## config.mk

```make
export PLATFORM = sky130hd
export DESIGN_NAME = seq_multiplier_n_flat
export DESIGN_NICKNAME = d
export VERILOG_FILES = /design/src/rtl/seq_multiplier_n_if.sv /design/src/rtl/seq_multiplier_n.sv /design/src/flat_wrapper.sv
export SDC_FILE = /design/constraint.sdc
export NUM_CORES = 1
export LEC_CHECK = 0
export ABC_CLOCK_PERIOD_IN_PS = 8300
export BUFFER_PORTS_ARGS = -buffer_cell sky130_fd_sc_hd__buf_2
export CAP_MARGIN = 20
export CORE_UTILIZATION = 30
export CTS_CLUSTER_SIZE = 25
export DETAILED_ROUTE_END_ITERATION = 12
export PLACE_DENSITY = 0.6
export SETUP_SLACK_MARGIN = 0.5
export SLEW_MARGIN = 20
export SYNTH_ARGS = -nofsm -noshare
export SYNTH_HDL_FRONTEND = slang
export SYNTH_SLANG_ARGS = --single-unit
```

## constraint.sdc

```tcl
create_clock -name Clk -period 8.3 [get_ports Clk]
set_input_delay 1.66 -clock Clk [delete_from_list [all_inputs] [get_ports Clk]]
set_output_delay 1.66 -clock Clk [all_outputs]
set_load 0.02 [all_outputs]
```

## src/rtl/seq_multiplier_n_if.sv

```systemverilog
// Operand/result bundle for the sequential multiplier: load/run controls in, product and status out.
// master drives controls and operand, slave (the multiplier) drives registers and status.
interface seq_multiplier_n_if #(
    parameter int WIDTH = 8
);
    logic                 ClearA_LoadB;
    logic                 Run;
    logic [WIDTH-1:0]     S;
    logic [WIDTH-1:0]     Aval;
    logic [WIDTH-1:0]     Bval;
    logic                 X;
    logic [2*WIDTH-1:0]   Product;
    logic                 Busy;
    logic                 Done;

    modport master (
        output ClearA_LoadB, Run, S,
        input  Aval, Bval, X, Product, Busy, Done
    );

    modport slave (
        input  ClearA_LoadB, Run, S,
        output Aval, Bval, X, Product, Busy, Done
    );
endinterface

```

## src/rtl/seq_multiplier_n.sv

```systemverilog
// Add-shift multiplier: product of S (captured as M) and B, one bit per cycle, result in {X, A, B}.
// Latency: WIDTH cycles of Busy after Run is sampled, then a 1-cycle Done on entry to HOLD.
// Backpressure: result is held in HOLD while Run stays high; inputs are ignored during CALC.
module seq_multiplier_n #(
    parameter int WIDTH  = 8,
    parameter bit SIGNED = 1'b1
) (
    input  logic               Clk,
    input  logic               Reset,
    seq_multiplier_n_if.slave  bus
);
    localparam int CW = $clog2(WIDTH);
    localparam logic [CW-1:0] LAST = CW'(WIDTH - 1);

    localparam logic [1:0] ST_IDLE = 2'd0;
    localparam logic [1:0] ST_CALC = 2'd1;
    localparam logic [1:0] ST_HOLD = 2'd2;

    logic [1:0]        state_q;
    logic [CW-1:0]     count_q;
    logic [WIDTH-1:0]  a_q;
    logic [WIDTH-1:0]  b_q;
    logic [WIDTH-1:0]  m_q;
    logic              x_q;
    logic              done_q;

    logic [WIDTH-1:0]  addend;
    logic [WIDTH:0]    addend_ext;
    logic [WIDTH:0]    acc;
    logic [WIDTH:0]    sum;
    logic              last_step;

    always_comb begin
        addend     = b_q[0] ? m_q : '0;
        addend_ext = SIGNED ? {addend[WIDTH-1], addend} : {1'b0, addend};
        acc        = SIGNED ? {x_q, a_q} : {1'b0, a_q};
        last_step  = (count_q == LAST);
        // Two's-complement multiplier: the sign bit of B carries weight -2^(W-1), so the last partial product is subtracted.
        if (SIGNED && last_step) begin
            sum = acc - addend_ext;
        end else begin
            sum = acc + addend_ext;
        end
    end

    always_ff @(posedge Clk or negedge Reset) begin
        if (!Reset) begin
            state_q <= ST_IDLE;
            count_q <= '0;
            a_q     <= '0;
            b_q     <= '0;
            m_q     <= '0;
            x_q     <= 1'b0;
            done_q  <= 1'b0;
        end else begin
            done_q <= 1'b0;
            case (state_q)
                ST_IDLE: begin
                    if (bus.ClearA_LoadB) begin
                        x_q <= 1'b0;
                        a_q <= '0;
                        b_q <= bus.S;
                    end else if (bus.Run) begin
                        m_q     <= bus.S;
                        a_q     <= '0;
                        x_q     <= 1'b0;
                        count_q <= '0;
                        state_q <= ST_CALC;
                    end
                end
                ST_CALC: begin
                    // Unsigned mode: sum[WIDTH] is the carry, shifted into A's MSB; X stays 0.
                    x_q     <= SIGNED ? sum[WIDTH] : 1'b0;
                    a_q     <= sum[WIDTH:1];
                    b_q     <= {sum[0], b_q[WIDTH-1:1]};
                    count_q <= count_q + CW'(1);
                    if (last_step) begin
                        state_q <= ST_HOLD;
                        done_q  <= 1'b1;
                    end
                end
                ST_HOLD: begin
                    if (!bus.Run) begin
                        state_q <= ST_IDLE;
                    end
                end
                default: begin
                    state_q <= ST_IDLE;
                end
            endcase
        end
    end

    assign bus.Aval    = a_q;
    assign bus.Bval    = b_q;
    assign bus.X       = x_q;
    assign bus.Product = {a_q, b_q};
    assign bus.Busy    = (state_q == ST_CALC);
    assign bus.Done    = done_q;
endmodule

```

## src/flat_wrapper.sv

```systemverilog
// flat-port wrapper written by rule: the top's interface ports become plain ports
module seq_multiplier_n_flat 
#(
    parameter int WIDTH  = 8,
    parameter bit SIGNED = 1'b1
)
  (Clk, Reset, bus_ClearA_LoadB, bus_Run, bus_S, bus_Aval, bus_Bval, bus_X, bus_Product, bus_Busy, bus_Done);
  seq_multiplier_n_if #(.WIDTH(WIDTH)) bus_i ();
  input  logic Clk;
  input  logic Reset;
  input wire logic [$bits(bus_i.ClearA_LoadB)-1:0] bus_ClearA_LoadB;
  input wire logic [$bits(bus_i.Run)-1:0] bus_Run;
  input wire logic [$bits(bus_i.S)-1:0] bus_S;
  output wire logic [$bits(bus_i.Aval)-1:0] bus_Aval;
  output wire logic [$bits(bus_i.Bval)-1:0] bus_Bval;
  output wire logic [$bits(bus_i.X)-1:0] bus_X;
  output wire logic [$bits(bus_i.Product)-1:0] bus_Product;
  output wire logic [$bits(bus_i.Busy)-1:0] bus_Busy;
  output wire logic [$bits(bus_i.Done)-1:0] bus_Done;
  assign bus_i.ClearA_LoadB = bus_ClearA_LoadB;
  assign bus_i.Run = bus_Run;
  assign bus_i.S = bus_S;
  assign bus_Aval = bus_i.Aval;
  assign bus_Bval = bus_i.Bval;
  assign bus_X = bus_i.X;
  assign bus_Product = bus_i.Product;
  assign bus_Busy = bus_i.Busy;
  assign bus_Done = bus_i.Done;
  seq_multiplier_n #(.WIDTH(WIDTH), .SIGNED(SIGNED)) u_core (.Clk(Clk), .Reset(Reset), .bus(bus_i));
endmodule
```

==> results.md <==
Outcome:
- The flow ran to the end, and the final reports show no timing, DRC or antenna violations.

Timing:
- In this run the tightest slew margin relative to its limit is 55.31%.
- Setup repair after global routing left no endpoint under its margin.
- The transition time of the tightest slew-check pin is 0.6704 ns.
- The count of pins over their slew limit came to 0.
- The worst setup slack after layout is 4.950 ns.
- Across all hold checks on the routed design, the worst slack comes to 0.5070 ns.
- The number of hold-slack violations in the final timing report is 0.
- The count of endpoints failing setup in the final report is 0.
- Based on the critical path, the design can be clocked at up to 0.2985 GHz.
- The total negative slack is 0 ns.
- The clock tree skew after final layout is 0.007785 ns.
- The worst path in the final design needs a cycle of 3.350 ns, including I/O delays and setup.
- The final period utilization is 40.36%.

Die:
- The effective utilization at floorplan is 31.81%.
- The number of top-level pins is 47.
- The die footprint is 6752 sq um.
- The number of rows created at floorplan is 28.
- The standard cell core area is 6061 sq um.
- The die boundary height is 82.17 um.
- The x dimension of the die is 82.17 um.

Setup path:
- Across all register-to-register paths, the minimum setup slack is 5.07 ns.
- The worst path buffer plus inverter count is 2.
- For this run, the slowest stage of the critical path takes 0.66 ns.
- The worst register-to-register path ends at u_core.bus.X.
- The cell with the largest stage delay on the worst path is sky130_fd_sc_hd__dfrtp_1.
- The arrival time reported for the critical path endpoint is 1.69 ns.
- The signal on the critical path passes through nand2b_1 > inv_2 > buf_2.
- The maximum net fanout on the critical path is 15.
- The worst register-to-register path has a depth of 14.
- The worst setup path category is reg2out.
- The gate family responsible for the most delay along the worst path is flip-flops.
- The endpoint kind of the worst setup timing path is a primary output.
- The reg-to-reg startpoint is u_core.bus.Bval[0].
- STA classifies the critical path startpoint as a register.
- The endpoint required time on the critical path is 6.64 ns.

Synthesis:
- The sequential cell area fraction in the yosys report is 38.94%.
- Each instance of the synthesized netlist takes up on average 9.138 sq um.
- The synthesized cell area is 1928 sq um.
- For this run, the number of Yosys warnings is 0.
- The share of cell area taken by muxes after synthesis is 4.672%.
- The synthesized-area fraction occupied by ao, oa, aoi and oai cells is 18.95%.
- The post-synthesis net count is 235.
- The post-synthesis cell count is 211.
- The fraction of registers with async set or reset after synthesis is 100.0%.
- Among all flip-flop cells after synthesis, the most frequent one is sky130_fd_sc_hd__dfrtp_1.
- After Yosys synthesis, full adders, half adders and majority gates account for 8.177% of the synthesized area.
- In the post-synthesis netlist, the biggest area contributors are sky130_fd_sc_hd__dfrtp_1 39%, sky130_fd_sc_hd__ha_1 7.1%, sky130_fd_sc_hd__buf_4 6.6%, sky130_fd_sc_hd__o21ai_0 6.0%, sky130_fd_sc_hd__nand2_1 5.8%.
- Of all cell types, the one taking the most synthesized area is sky130_fd_sc_hd__dfrtp_1.
- The largest family of logic cells by synthesized area is compound AO/OA/AOI/OAI gates.
- The basic-gate share of the synthesized area counting and, or, nand and nor cells is 16.68%.
- The xor and xnor fraction of the mapped netlist area is 3.180%.
- The number of distinct library cell variants in the gate-level netlist after synthesis is 41.
- The fraction of post-synthesis cell area in the top cell type by area is 38.94%.
- The synthesis-stage register bit count is 30.
- The number of enable flip-flop cells after synthesis is 0.

Place:
- The worst setup timing slack at the placement stage is 5.114 ns.
- Detailed placement ended at an HPWL of 3136 um.
- The number of port buffers is 46.
- The final RePlAce weighted congestion is 0.7903.

Cells and area:
- The layout-stage area growth over the synthesis result is 13.89%.
- The net count of the finished layout is 265.
- In the final layout, the share of cells above drive strength 1 is 26.45%.
- The repair_antennas step left the layout with diodes totalling 0.

Clock tree:
- The clock sink total is 30.
- The clock edge transition at the registers on the reported setup and hold paths is 0.07 ns.
- TritonCTS created 5 clock buffers.
- The maximum buffer depth of the clock tree is 2.
- The H-tree was split into 2 levels.
- At the later pin of the worst-skew pair, clock insertion delay measures 0.28 ns.
- After clock tree synthesis, the flow added hold-fix buffers numbering 0.
- The number of gates resized after CTS was 0.
- Post-CTS timing repair inserted 0 buffers for setup.
- TritonCTS built the clock tree.
- The root buffer selected by CTS is sky130_fd_sc_hd__clkbuf_8.

Global route:
- The global routing usage summed across all routing layers is 13.88%.
- The first-pass GRT wire length is 6969 um.
- The number of global-route vias before repair is 1451.
- The initial antenna violation count is 0.
- The total global routing overflow is 0.
- The maximum number of pins on one net before global-route repair is 31.

Routing:
- The detailed-router iteration count before antenna repair is 5.
- The count of nets left with antenna violations once routing finished came out at 0.
- The number of DRC violations after detailed-routing iteration 0 is 64.
- The final wirelength is 4340 um.
- The number of vias after detailed routing is 1596.
- The average wire per cell in the routed design is 13.69 um.
- After detailed routing, the number of vias per cell comes to 5.035.
- The residual DRC count is 0.

Hold path:
- The path class of the tightest hold or removal check is reg2reg.
- The worst hold path begins at u_core.count_q[0].
- Counting instances, the worst hold path has a depth of 1.
- The path with the worst hold slack has its endpoint at u_core.count_q[0].

Job:
- Across the run, the number of max-cap violations was 0.
per-stage QoR:
| step | instances | util, % | instance area, sq um |
|---|---|---|---|
| global placement | 309 | 34.66 | 2101 |
| floorplan | 211 | - | 1928 |
| global route | 317 | 36.23 | 2196 |
| finish | 317 | 36.23 | 2196 |
| detailed placement | 309 | 34.66 | 2101 |
| CTS | 317 | 36.23 | 2196 |
flip-flops by register name, summed over array words and instances (netlist names):
signal,flops
u_core.bus.Aval,7
u_core.bus.Bval,8
u_core.bus.Done,1
u_core.bus.X,1
u_core.count_q,3
u_core.m_q,8
u_core.state_q,2
cells in the mapped netlist, types with 3 or more instances:
cell type / number
sky130_fd_sc_hd__a22o_1: 3
sky130_fd_sc_hd__o21bai_1: 4
sky130_fd_sc_hd__a22oi_1: 8
sky130_fd_sc_hd__o21ai_0: 23
sky130_fd_sc_hd__nor2_1: 13
sky130_fd_sc_hd__nand2_1: 30
sky130_fd_sc_hd__clkbuf_1: 4
sky130_fd_sc_hd__mux2_1: 3
sky130_fd_sc_hd__nor2b_1: 4
sky130_fd_sc_hd__nand2b_1: 5
sky130_fd_sc_hd__nor3_1: 3
sky130_fd_sc_hd__ha_1: 11
sky130_fd_sc_hd__inv_1: 7
sky130_fd_sc_hd__dfrtp_1: 30
sky130_fd_sc_hd__xor2_1: 6
sky130_fd_sc_hd__buf_4: 17
sky130_fd_sc_hd__mux2_2: 5
sky130_fd_sc_hd__a21oi_1: 8
worst max path at each step:
stage / end / startpoint / cells past startpoint / slack [ns]
2_1_floorplan: u_core.bus.X / u_core.bus.Bval[0] / 15 / 5.30
3_3_place_gp: u_core.bus.X / u_core.bus.Bval[0] / 14 / 5.19
3_5_place_dp: u_core.bus.X / u_core.bus.Bval[0] / 14 / 5.11
4_1_cts: bus_Busy / u_core.state_q[0] / 3 / 4.91
5_1_grt: u_core.bus.X / u_core.bus.Bval[0] / 14 / 4.71
6_report: bus_Busy / u_core.state_q[0] / 3 / 4.95
placed cells by master, fill, tap and decap left out, types with 2 or more instances in the layout:
cell and n:
sky130_fd_sc_hd__o21ai_0 23, sky130_fd_sc_hd__nor2_1 13, sky130_fd_sc_hd__mux2_2 5, sky130_fd_sc_hd__a21oi_1 8
sky130_fd_sc_hd__inv_1 7, sky130_fd_sc_hd__nor3_1 3, sky130_fd_sc_hd__clkbuf_8 6, sky130_fd_sc_hd__buf_2 46
sky130_fd_sc_hd__o21ai_1 2, sky130_fd_sc_hd__o21bai_1 4, sky130_fd_sc_hd__nand3_1 2, sky130_fd_sc_hd__nor2b_1 4
sky130_fd_sc_hd__ha_1 11, sky130_fd_sc_hd__o211ai_1 2, sky130_fd_sc_hd__a22oi_1 8, sky130_fd_sc_hd__a31oi_1 2
sky130_fd_sc_hd__a22o_1 3, sky130_fd_sc_hd__xor2_1 6, sky130_fd_sc_hd__dfrtp_1 30, sky130_fd_sc_hd__mux2_1 3
sky130_fd_sc_hd__nand2b_1 5, sky130_fd_sc_hd__nand2_1 30
routing by layer:
| layer | vias up | global-route usage, % | share of wire, % |
|---|---|---|---|
| met5 | - | 0 | 0 |
| met4 | 0 | 5.965 | 1.7 |
| met3 | 9 | 3.077 | 5.3 |
| met2 | 56 | 21.82 | 45 |
| met1 | 747 | 18.24 | 48 |
| li1 | 784 | - | - |
cell families after synthesis:
logic type               Yosys count
AND/OR/NAND/NOR                   64
AO/OA/AOI/OAI                     59
buffers and inverters             31
flip-flops                        30
adder cells (fa/ha/maj)           12
multiplexers                       8
XOR/XNOR                           7
final cells by class:
class | count | area, sq um
inverters | 8 | 30.03
flip-flops and latches | 30 | 750.7
well taps | 75 | 93.84
clock buffers | 6 | 82.58
fillers | 630 | 3865
repair buffers | 46 | 230.2
multi-input cells | 150 | 996.0
clock inverters | 2 | 12.51
Power is not shown: default switching activity piles up to over one toggle a cycle in this logic, so the estimate is an artifact.
